--- config.mk ---
export PLATFORM = sky130hd
export DESIGN_NAME = alu_pipe
export DESIGN_NICKNAME = d
export VERILOG_FILES = /design/src/rtl/alu_pkg.sv /design/src/rtl/alu_mul_seq.sv /design/src/rtl/alu_pipe.sv
export SDC_FILE = /design/constraint.sdc
export NUM_CORES = 1
export LEC_CHECK = 0
export CORE_AREA = 8 8 58 84
export CTS_CLUSTER_DIAMETER = 30
export DETAILED_ROUTE_END_ITERATION = 8
export DIE_AREA = 0 0 66 92
export GPL_ROUTABILITY_DRIVEN = 0
export PLACE_DENSITY = 0.82
export SLEW_MARGIN = 20
export SYNTH_ARGS = -nofsm -noshare
export SYNTH_HDL_FRONTEND = slang
export SYNTH_SLANG_ARGS = --single-unit
export TNS_END_PERCENT = 30
--- constraint.sdc ---
create_clock -name clk -period 2.5 [get_ports clk]
set_clock_uncertainty 0.1 [all_clocks]
set_input_delay 0.5 -clock clk [delete_from_list [all_inputs] [get_ports clk]]
set_output_delay 0.5 -clock clk [all_outputs]
set_load 0.05 [all_outputs]
--- src/rtl/alu_pkg.sv ---
// Shared opcode/state encodings and the flag bundle for the pipelined ALU.
package alu_pkg;

    typedef enum logic [2:0] {
        OP_AND  = 3'b000,
        OP_OR   = 3'b001,
        OP_ADD  = 3'b010,
        OP_MUL  = 3'b011,
        OP_ANDN = 3'b100,
        OP_ORN  = 3'b101,
        OP_SUB  = 3'b110,
        OP_CMP  = 3'b111
    } alu_op_e;

    typedef enum logic [1:0] {
        S_IDLE = 2'd0,
        S_MUL  = 2'd1,
        S_DONE = 2'd2
    } alu_state_e;

    typedef struct packed {
        logic eq;
        logic neq;
        logic lt;
        logic lte;
        logic gt;
        logic gte;
        logic cout;
        logic ovf;
    } alu_flags_t;

endpackage

--- src/rtl/alu_mul_seq.sv ---
// Shift-add unsigned multiplier: the first iteration runs on the start edge, so done
// pulses the cycle after the Nth iteration (N-1 edges after start); start is only legal while idle.
module alu_mul_seq #(
    parameter int N = 8
) (
    input  logic           clk,
    input  logic           reset,
    input  logic           start,
    input  logic [N-1:0]   a,
    input  logic [N-1:0]   b,
    output logic           busy,
    output logic           done,
    output logic [2*N-1:0] p
);
    localparam int CW = $clog2(N + 1);

    logic [2*N-1:0] acc_q, acc_d, mcand_q, mcand_d, acc_in, mcand_in;
    logic [N-1:0]   mplier_q, mplier_d, mplier_in;
    logic [CW-1:0]  cnt_q, cnt_d;
    logic           busy_q, busy_d, done_q, done_d;

    always_comb begin
        acc_in    = acc_q;
        mcand_in  = mcand_q;
        mplier_in = mplier_q;
        if (start) begin
            acc_in    = '0;
            mcand_in  = {{N{1'b0}}, a};
            mplier_in = b;
        end
        acc_d    = acc_q;
        mcand_d  = mcand_q;
        mplier_d = mplier_q;
        cnt_d    = cnt_q;
        busy_d   = busy_q;
        done_d   = 1'b0;
        if (start || busy_q) begin
            acc_d    = mplier_in[0] ? acc_in + mcand_in : acc_in;
            mcand_d  = mcand_in << 1;
            mplier_d = mplier_in >> 1;
            cnt_d    = start ? CW'(1) : cnt_q + 1'b1;
            busy_d   = (cnt_d != CW'(N));
            done_d   = (cnt_d == CW'(N));
        end
    end

    always_ff @(posedge clk) begin
        if (reset) begin
            acc_q    <= '0;
            mcand_q  <= '0;
            mplier_q <= '0;
            cnt_q    <= '0;
            busy_q   <= 1'b0;
            done_q   <= 1'b0;
        end else begin
            acc_q    <= acc_d;
            mcand_q  <= mcand_d;
            mplier_q <= mplier_d;
            cnt_q    <= cnt_d;
            busy_q   <= busy_d;
            done_q   <= done_d;
        end
    end

    assign busy = busy_q;
    assign done = done_q;
    assign p    = acc_q;

endmodule

--- src/rtl/alu_pipe.sv ---
// Handshaked registered ALU; single-cycle ops land 1 cycle after accept, MUL (ALU_PIPE_MUL_EN) N+1.
// A held result (out_valid && !out_ready) freezes the outputs and drops in_ready.
module alu_pipe
    import alu_pkg::*;
#(
    parameter int N = 8
) (
    input  logic         clk,
    input  logic         reset,
    input  logic         in_valid,
    output logic         in_ready,
    input  logic [N-1:0] a,
    input  logic [N-1:0] b,
    input  logic [2:0]   f,
    input  logic         sgn,
    output logic         out_valid,
    input  logic         out_ready,
    output logic [N-1:0] y,
    output logic [N-1:0] y_hi,
    output logic         eq,
    output logic         neq,
    output logic         lt,
    output logic         lte,
    output logic         gt,
    output logic         gte,
    output logic         cout,
    output logic         ovf
);
    alu_op_e    op;
    logic       in_fire, out_fire;
    logic       out_valid_q, out_valid_d;
    logic [N-1:0] y_q, y_d, y_hi_q, y_hi_d, y_c, b_eff;
    logic [N:0]   sum;
    alu_flags_t flags_q, flags_d, flags_c;

    assign op       = alu_op_e'(f);
    assign in_fire  = in_valid && in_ready;
    assign out_fire = out_valid_q && out_ready;

    // f[2] selects the inverted-b family; for SUB it also supplies the +1 carry-in.
    always_comb begin
        b_eff   = f[2] ? ~b : b;
        sum     = {1'b0, a} + {1'b0, b_eff} + {{N{1'b0}}, f[2]};
        y_c     = '0;
        flags_c = '0;
        case (op)
            OP_AND, OP_ANDN: y_c = a & b_eff;
            OP_OR,  OP_ORN:  y_c = a | b_eff;
            OP_ADD, OP_SUB: begin
                y_c          = sum[N-1:0];
                flags_c.cout = sum[N];
                flags_c.ovf  = (a[N-1] == b_eff[N-1]) && (sum[N-1] != a[N-1]);
            end
            OP_CMP: begin
                flags_c.eq  = (a == b);
                flags_c.neq = (a != b);
                flags_c.lt  = sgn ? ($signed(a) < $signed(b)) : (a < b);
                flags_c.gt  = sgn ? ($signed(a) > $signed(b)) : (a > b);
                flags_c.lte = flags_c.lt || flags_c.eq;
                flags_c.gte = flags_c.gt || flags_c.eq;
            end
            default: ;
        endcase
    end

`ifdef ALU_PIPE_MUL_EN
    alu_state_e     state_q, state_d;
    logic           mul_start, mul_busy, mul_done;
    logic [2*N-1:0] mul_p;

    assign mul_start = in_fire && (op == OP_MUL);
    assign in_ready  = (state_q == S_IDLE) && !mul_busy && (!out_valid_q || out_ready);

    alu_mul_seq #(.N(N)) u_mul (
        .clk   (clk),
        .reset (reset),
        .start (mul_start),
        .a     (a),
        .b     (b),
        .busy  (mul_busy),
        .done  (mul_done),
        .p     (mul_p)
    );
`else
    assign in_ready = !out_valid_q || out_ready;
`endif

    always_comb begin
        out_valid_d = out_valid_q;
        y_d         = y_q;
        y_hi_d      = y_hi_q;
        flags_d     = flags_q;
        if (out_fire) out_valid_d = 1'b0;
`ifdef ALU_PIPE_MUL_EN
        state_d = state_q;
        case (state_q)
            S_IDLE: begin
                if (in_fire) begin
                    if (op == OP_MUL) begin
                        state_d = S_MUL;
                    end else begin
                        out_valid_d = 1'b1;
                        y_d         = y_c;
                        y_hi_d      = '0;
                        flags_d     = flags_c;
                    end
                end
            end
            S_MUL: if (mul_done) state_d = S_DONE;
            S_DONE: begin
                // Wait for the result register to free up before publishing the product.
                if (!out_valid_q || out_ready) begin
                    out_valid_d = 1'b1;
                    y_d         = mul_p[N-1:0];
                    y_hi_d      = mul_p[2*N-1:N];
                    flags_d     = '0;
                    state_d     = S_IDLE;
                end
            end
            default: state_d = S_IDLE;
        endcase
`else
        if (in_fire) begin
            out_valid_d = 1'b1;
            y_d         = y_c;
            y_hi_d      = '0;
            flags_d     = flags_c;
        end
`endif
    end

    always_ff @(posedge clk) begin
        if (reset) begin
            out_valid_q <= 1'b0;
            y_q         <= '0;
            y_hi_q      <= '0;
            flags_q     <= '0;
`ifdef ALU_PIPE_MUL_EN
            state_q     <= S_IDLE;
`endif
        end else begin
            out_valid_q <= out_valid_d;
            y_q         <= y_d;
            y_hi_q      <= y_hi_d;
            flags_q     <= flags_d;
`ifdef ALU_PIPE_MUL_EN
            state_q     <= state_d;
`endif
        end
    end

    assign out_valid = out_valid_q;
    assign y         = y_q;
    assign y_hi      = y_hi_q;
    assign eq        = flags_q.eq;
    assign neq       = flags_q.neq;
    assign lt        = flags_q.lt;
    assign lte       = flags_q.lte;
    assign gt        = flags_q.gt;
    assign gte       = flags_q.gte;
    assign cout      = flags_q.cout;
    assign ovf       = flags_q.ovf;

endmodule
# Word level (Yosys, flattened, before mapping)
# Cells that the tools add are included.
totals:
  wordCells: 49
  out_inout_bits: 26
  register_bits: 17
classes:
  muxes: 8
  bitwise: 3
  n_eq_ne: 10
  reduce_logical: 12
  add_sub_neg: 2
  order_cmp: 4
ops:
  columns: ["op", "n"]
  rows:
  - ["8-bit one-hot mux with 3 select lines", 1]
  - ["8-bit greater-than comparator", 2]
  - ["8-bit < comparator", 2]
  - ["3-bit == test (second input constant)", 4]
  - ["8-bit by 8-bit adder with 9-bit output", 1]
  - ["9-bit by 1-bit adder with 9-bit output", 1]
  - ["8-bit bitwise AND", 1]
  - ["8-bit == test", 1]
  - ["8-bit 2-to-1 mux", 1]
  - ["8-bit != test", 1]
  - ["8-bit NOT", 1]
  - ["8-bit bitwise OR", 1]
  - ["6-bit 2-to-1 mux", 1]
  - ["2-bit OR reduction", 3]
  - ["1-bit 2-to-1 mux", 4]
  - ["3-bit by 1-bit == test with 1-bit output (second input constant)", 1]
  - ["3-bit by 2-bit == test with 1-bit output (second input constant)", 1]
  - ["1-bit logical AND", 3]
  - ["3-bit logical NOT", 1]
  - ["1-bit logical OR", 3]
  - ["2-bit 2-to-1 mux", 1]
  - ["2-bit nonzero test", 1]
  - ["1-bit == test", 1]
  - ["1-bit logical NOT", 1]
  - ["1-bit != test", 1]

# Longest topological paths before layout
depth:
  depth_word: 7
  mapped_depth: 9

# Least setup slack after synthesis
# No wires, ideal clock.
synth_timing:
  kind: "input-to-reg"
  start: "input port f[2]"
  end: "register flags_q (netlist bit cout)"
  stages: 8
  n_path_buf: 1
  required_ps: 2266
  slack_ps: 159
  t_arrival_ps: 2107
  path_cell_list: "buf_4 xor2_1 fa_1 a211oi_1 o21ai_1 a31o_2 nand4_1 a31oi_1"
synth_between:
  elab_chain_len: 4
  elab_cells_between_ends: 7
synth_lines:
  columns: ["element", "line", "rtl"]
  rows:
  - ["start, declared", "alu_pipe.sv:14", "input logic [2:0] f,"]
  - ["8-bit 2-to-1 mux", "alu_pipe.sv:42", "b_eff = f[2] ? ~b : b;"]
  - ["8-bit by 8-bit adder with 9-bit output", "alu_pipe.sv:43", "sum = {1'b0, a} + {1'b0, b_eff} + {{N{1'b0}}, f[2]};"]
  - ["9-bit by 1-bit adder with 9-bit output", "alu_pipe.sv:43", null]
  - ["2-bit 2-to-1 mux *", "alu_pipe.sv:46", "case (op)"]
  - ["end signal, assigned", "alu_pipe.sv:145", "flags_q <= flags_d;"]
  - ["end, declared", "alu_pipe.sv:34", "alu_flags_t flags_q, flags_d, flags_c;"]
# Mark *: on every way between the ends. The rest lies on a longest branch, timed or not.
# A chain may end at the register's enable or synchronous reset.

# Final worst setup path
layout_timing:
  start: "input port b[1]"
  end: "register y_q[5], in the netlist y[5]"
layout_between:
  elab_chain_len: 5
layout_lines:
  columns: ["element", "line", "rtl"]
  rows:
  - ["start, declared", "alu_pipe.sv:13", "input logic [N-1:0] b,"]
  - ["8-bit NOT", "alu_pipe.sv:42", null]
  - ["8-bit 2-to-1 mux *", "alu_pipe.sv:42", null]
  - ["8-bit by 8-bit adder with 9-bit output *", "alu_pipe.sv:43", null]
  - ["9-bit by 1-bit adder with 9-bit output *", "alu_pipe.sv:43", null]
  - ["8-bit one-hot mux with 3 select lines *", "alu_pipe.sv:46", null]
  - ["end signal, assigned", "alu_pipe.sv:143", "y_q <= y_d;"]
  - ["end, declared", "alu_pipe.sv:32", "logic [N-1:0] y_q, y_d, y_hi_q, y_hi_d, y_c, b_eff;"]
# Marks and branches as above.

==> key figures <==
CTS
  • CTS clk-pin slew, worst paths: 60 ps
  • Root Buffer: clkbuf_8
  • CTS sink cnt: 17
  • H-Tree Level Count: 1
  • CTS tree: done
  • Hold Buf Count CTS: 0
  • Worst-Skew Late Latency: ~260 ps
  • Clock Path Buffers: 2
  • CTS Buf Count: 3

Critical path
  • Crit path kind: input pin to register
  • Critical Path AT: between 2000 and 3000 ps
  • Worst r2r dst: gt
  • Crit path required time: 2590 ps
  • R2R Path Start: out_valid
  • CP Launch Type: input pin
  • R2R setup slack: between 800 and 900 ps
  • Crit-path max FO: 3
  • CP Capture Type: register
  • Reg2reg path depth: 5

Power and ir drop
  • Total power of the final layout: ~1.1 mW
  • Leak: 1.16 nW
  • Power Density: ~420 mW/mm^2
  • Worst vdd ir: roughly 0.00037 V

Route
  • DRT iter0 DRCs: 73
  • Final WL: about 4800 microns
  • DR DRC count: 0
  • Via count: roughly 1800
  • Via density: 5.38
  • Drt pass-1 iters: 4
  • Remaining antenna violation count: 0
  • WL/cell: around 15 microns

Finish
  • Fill count: approximately 270
  • Layout net count: around 330
  • Share of layout cells above drive strength 1: between 20% and 30%
  • Synthesis-to-layout area growth: 51.0%
  • Cell Count, Final, Fillers Out: 326
  • N_diodes: 0
  • Final Core Density: between 70% and 80%

Job
  • MaxCap Viol Count: 0

Synth
  • Synthesized cell area: roughly 0.0017 sq mm
  • Synth warnings: 0
  • Yosys reg bits: 17
  • Compound-Gate Fraction of Synth Area: 21.7%
  • Async set-reset flop share out of synthesis: 0%
  • Most frequent cell after synthesis: inv_1
  • Syn avg cell area: approximately 7.9 sq um
  • Commonest cells post-synth: inv_1, ha_1, nor2_1
  • Number of enable flip-flop cells after synthesis: 0
  • Largest family of logic cells by synthesized area: compound AO/OA/AOI/OAI gates
  • Synth area leaders: dfxtp_1, ha_1, inv_1, xor2_1, a21oi_1
  • Synth area leader: dfxtp_1
  • Post-synth top area share: between 20% and 30%
  • Adder-cell area share of the yosys netlist: 18.8%
  • Mapped Cells: between 200 and 250
  • Simple-Gate Fraction of Synth Area: roughly 16%
  • Netlist cell types: 45
  • Primary FF master, synth: dfxtp_1
  • Post-Synth XOR/XNOR Area: 7.21%
  • Mux share of post-synthesis cell area: 3.16%
  • Seq/Total Area, Yosys: ~20%

STA
  • Fin. max-slew vios: 0
  • Final period utilization: between 90% and 100%
  • Fmax: just over 400 MHz
  • Final min period: 2450 ps
  • Max transition margin: between 60% and 70%
  • Worst Tran Pin Value: 524 ps
  • Final setup violation count: 0
  • Worst Slack Setup Final: between 50 and 60 ps
  • Fin. Hold Viols: 0

Worst hold path
  • Hold EP: neq
  • Hold Crit Start: neq
  • Hold depth: 2
  • HP Class: register to register

Die
  • FP Rows: 27
  • Die W: ~66 microns
  • Total die area: 0.00607 sq mm
  • Effective utilization at floorplan: approximately 47%
  • I/O pin cnt: 50
  • Core area: approximately 0.0036 sq mm
  • Die height: approximately 92 microns

Place
  • Placed cell count: 321
  • Hpwl dp: between 3000 and 4000 microns
  • Buffers on Ports: between 40 and 50
  • Placement Setup Slack: -417 ps

GRT
  • First-pass GRT wire length: between 7000 and 8000 microns
  • Tot GR Track Use: 14.9%
  • Initial antenna violation count: 0
  • Largest net degree at the start of global routing: 14
  • Vias in the first global route: about 1700
  • Global route overflow: 0

Run status
  • Status: completed
==> worst max-delay path, cell delays in order <==
cell	delay, ps
clkdlybuf4s50_1	590
xor2_4	200
inv_1	100
ha_4	280
nand4_1	140
o221ai_4	280
xor2_1	210
nand3_1	100
a21oi_1	140
==> where the power goes <==
part | total, mW | internal [mW] | switching [mW]
logic | 0.573 | 0.257 | 0.316
clock network | 0.206 | 0.113 | 0.0928
registers | 0.296 | 0.287 | 0.00859
==> cells by family (layout without fill, tap and decap cells) <==
logic type      after synthesis  after routing
buf+inv                      45            106
fa+ha+maj                    25             25
compound gates               55             55
simple gates                 53             53
flops                        17             17
xor+xnor                     14             14
other cells                   1              8
mux                           5              5
==> cell usage in the layout, fill, tap and decap left out, types with 6 or more instances in the layout <==
cell type | synthesis | layout
buf_4 | 10 | 31
o21ai_0 | 11 | 11
nand3_1 | 6 | 6
nand2_1 | 10 | 10
clkdlybuf4s50_1 | 0 | 37
dfxtp_1 | 17 | 17
a21oi_1 | 15 | 13
inv_1 | 29 | 27
nor2_1 | 20 | 20
conb_1 | 1 | 8
ha_1 | 24 | 19
xor2_1 | 11 | 6
==> area by class of cell <==
cell class / instances / area (sq um) / area share (%)
Sequential cell: 17 / 340 / 13.3
Inverter: 29 / 109 / 4.24
Tap cell: 43 / 53.8 / 2.10
Clock buffer: 4 / 45.0 / 1.75
Multi-Input combinational cell: 160 / 1340 / 52.1
Timing Repair Buffer: 73 / 681 / 26.5
==> state kept, by name, summed over array words and instances, names as in the netlist <==
name,flops
y,8
ovf,1
neq,1
eq,1
out_valid,1
cout,1
lt,1
gt,1
lte,1
gte,1
==> through the flow <==
step | instance area, sq um | setup TNS (ps) | hold slack, ps
2_1_floorplan | 1730 | 0 | 479
3_3_place_gp | 2330 | -1920 | 342
3_5_place_dp | 2330 | -2520 | 360
4_1_cts | 2510 | -43.4 | 372
5_1_grt | 2570 | -44.5 | 403
6_report | 2570 | 0 | 368
==> how the worst max path moves through the flow <==
stage,to,startpoint
after floorplan,cout,f[2]
after global placement,cout,f[2]
after detailed placement,y[7],f[2]
after CTS,y[4],f[2]
after global routing,y[5],b[1]
final,y[5],b[1]
==> metal layers <==
metal	track usage, %	share of wire [%]
met1	14.9	40
met2	27.5	50
met3	2.56	6.3
met4	8.59	3.6
met5	0	0
==> repair_timing <==
action | CTS | global route
endpoints found under the setup margin | 6 | 6
endpoints found under the hold margin | 0 | 0
pin swaps | 8 | 11
setup buffers | 0 | 1
resized for setup | 17 | 12
(Power assumes the default switching activity.)
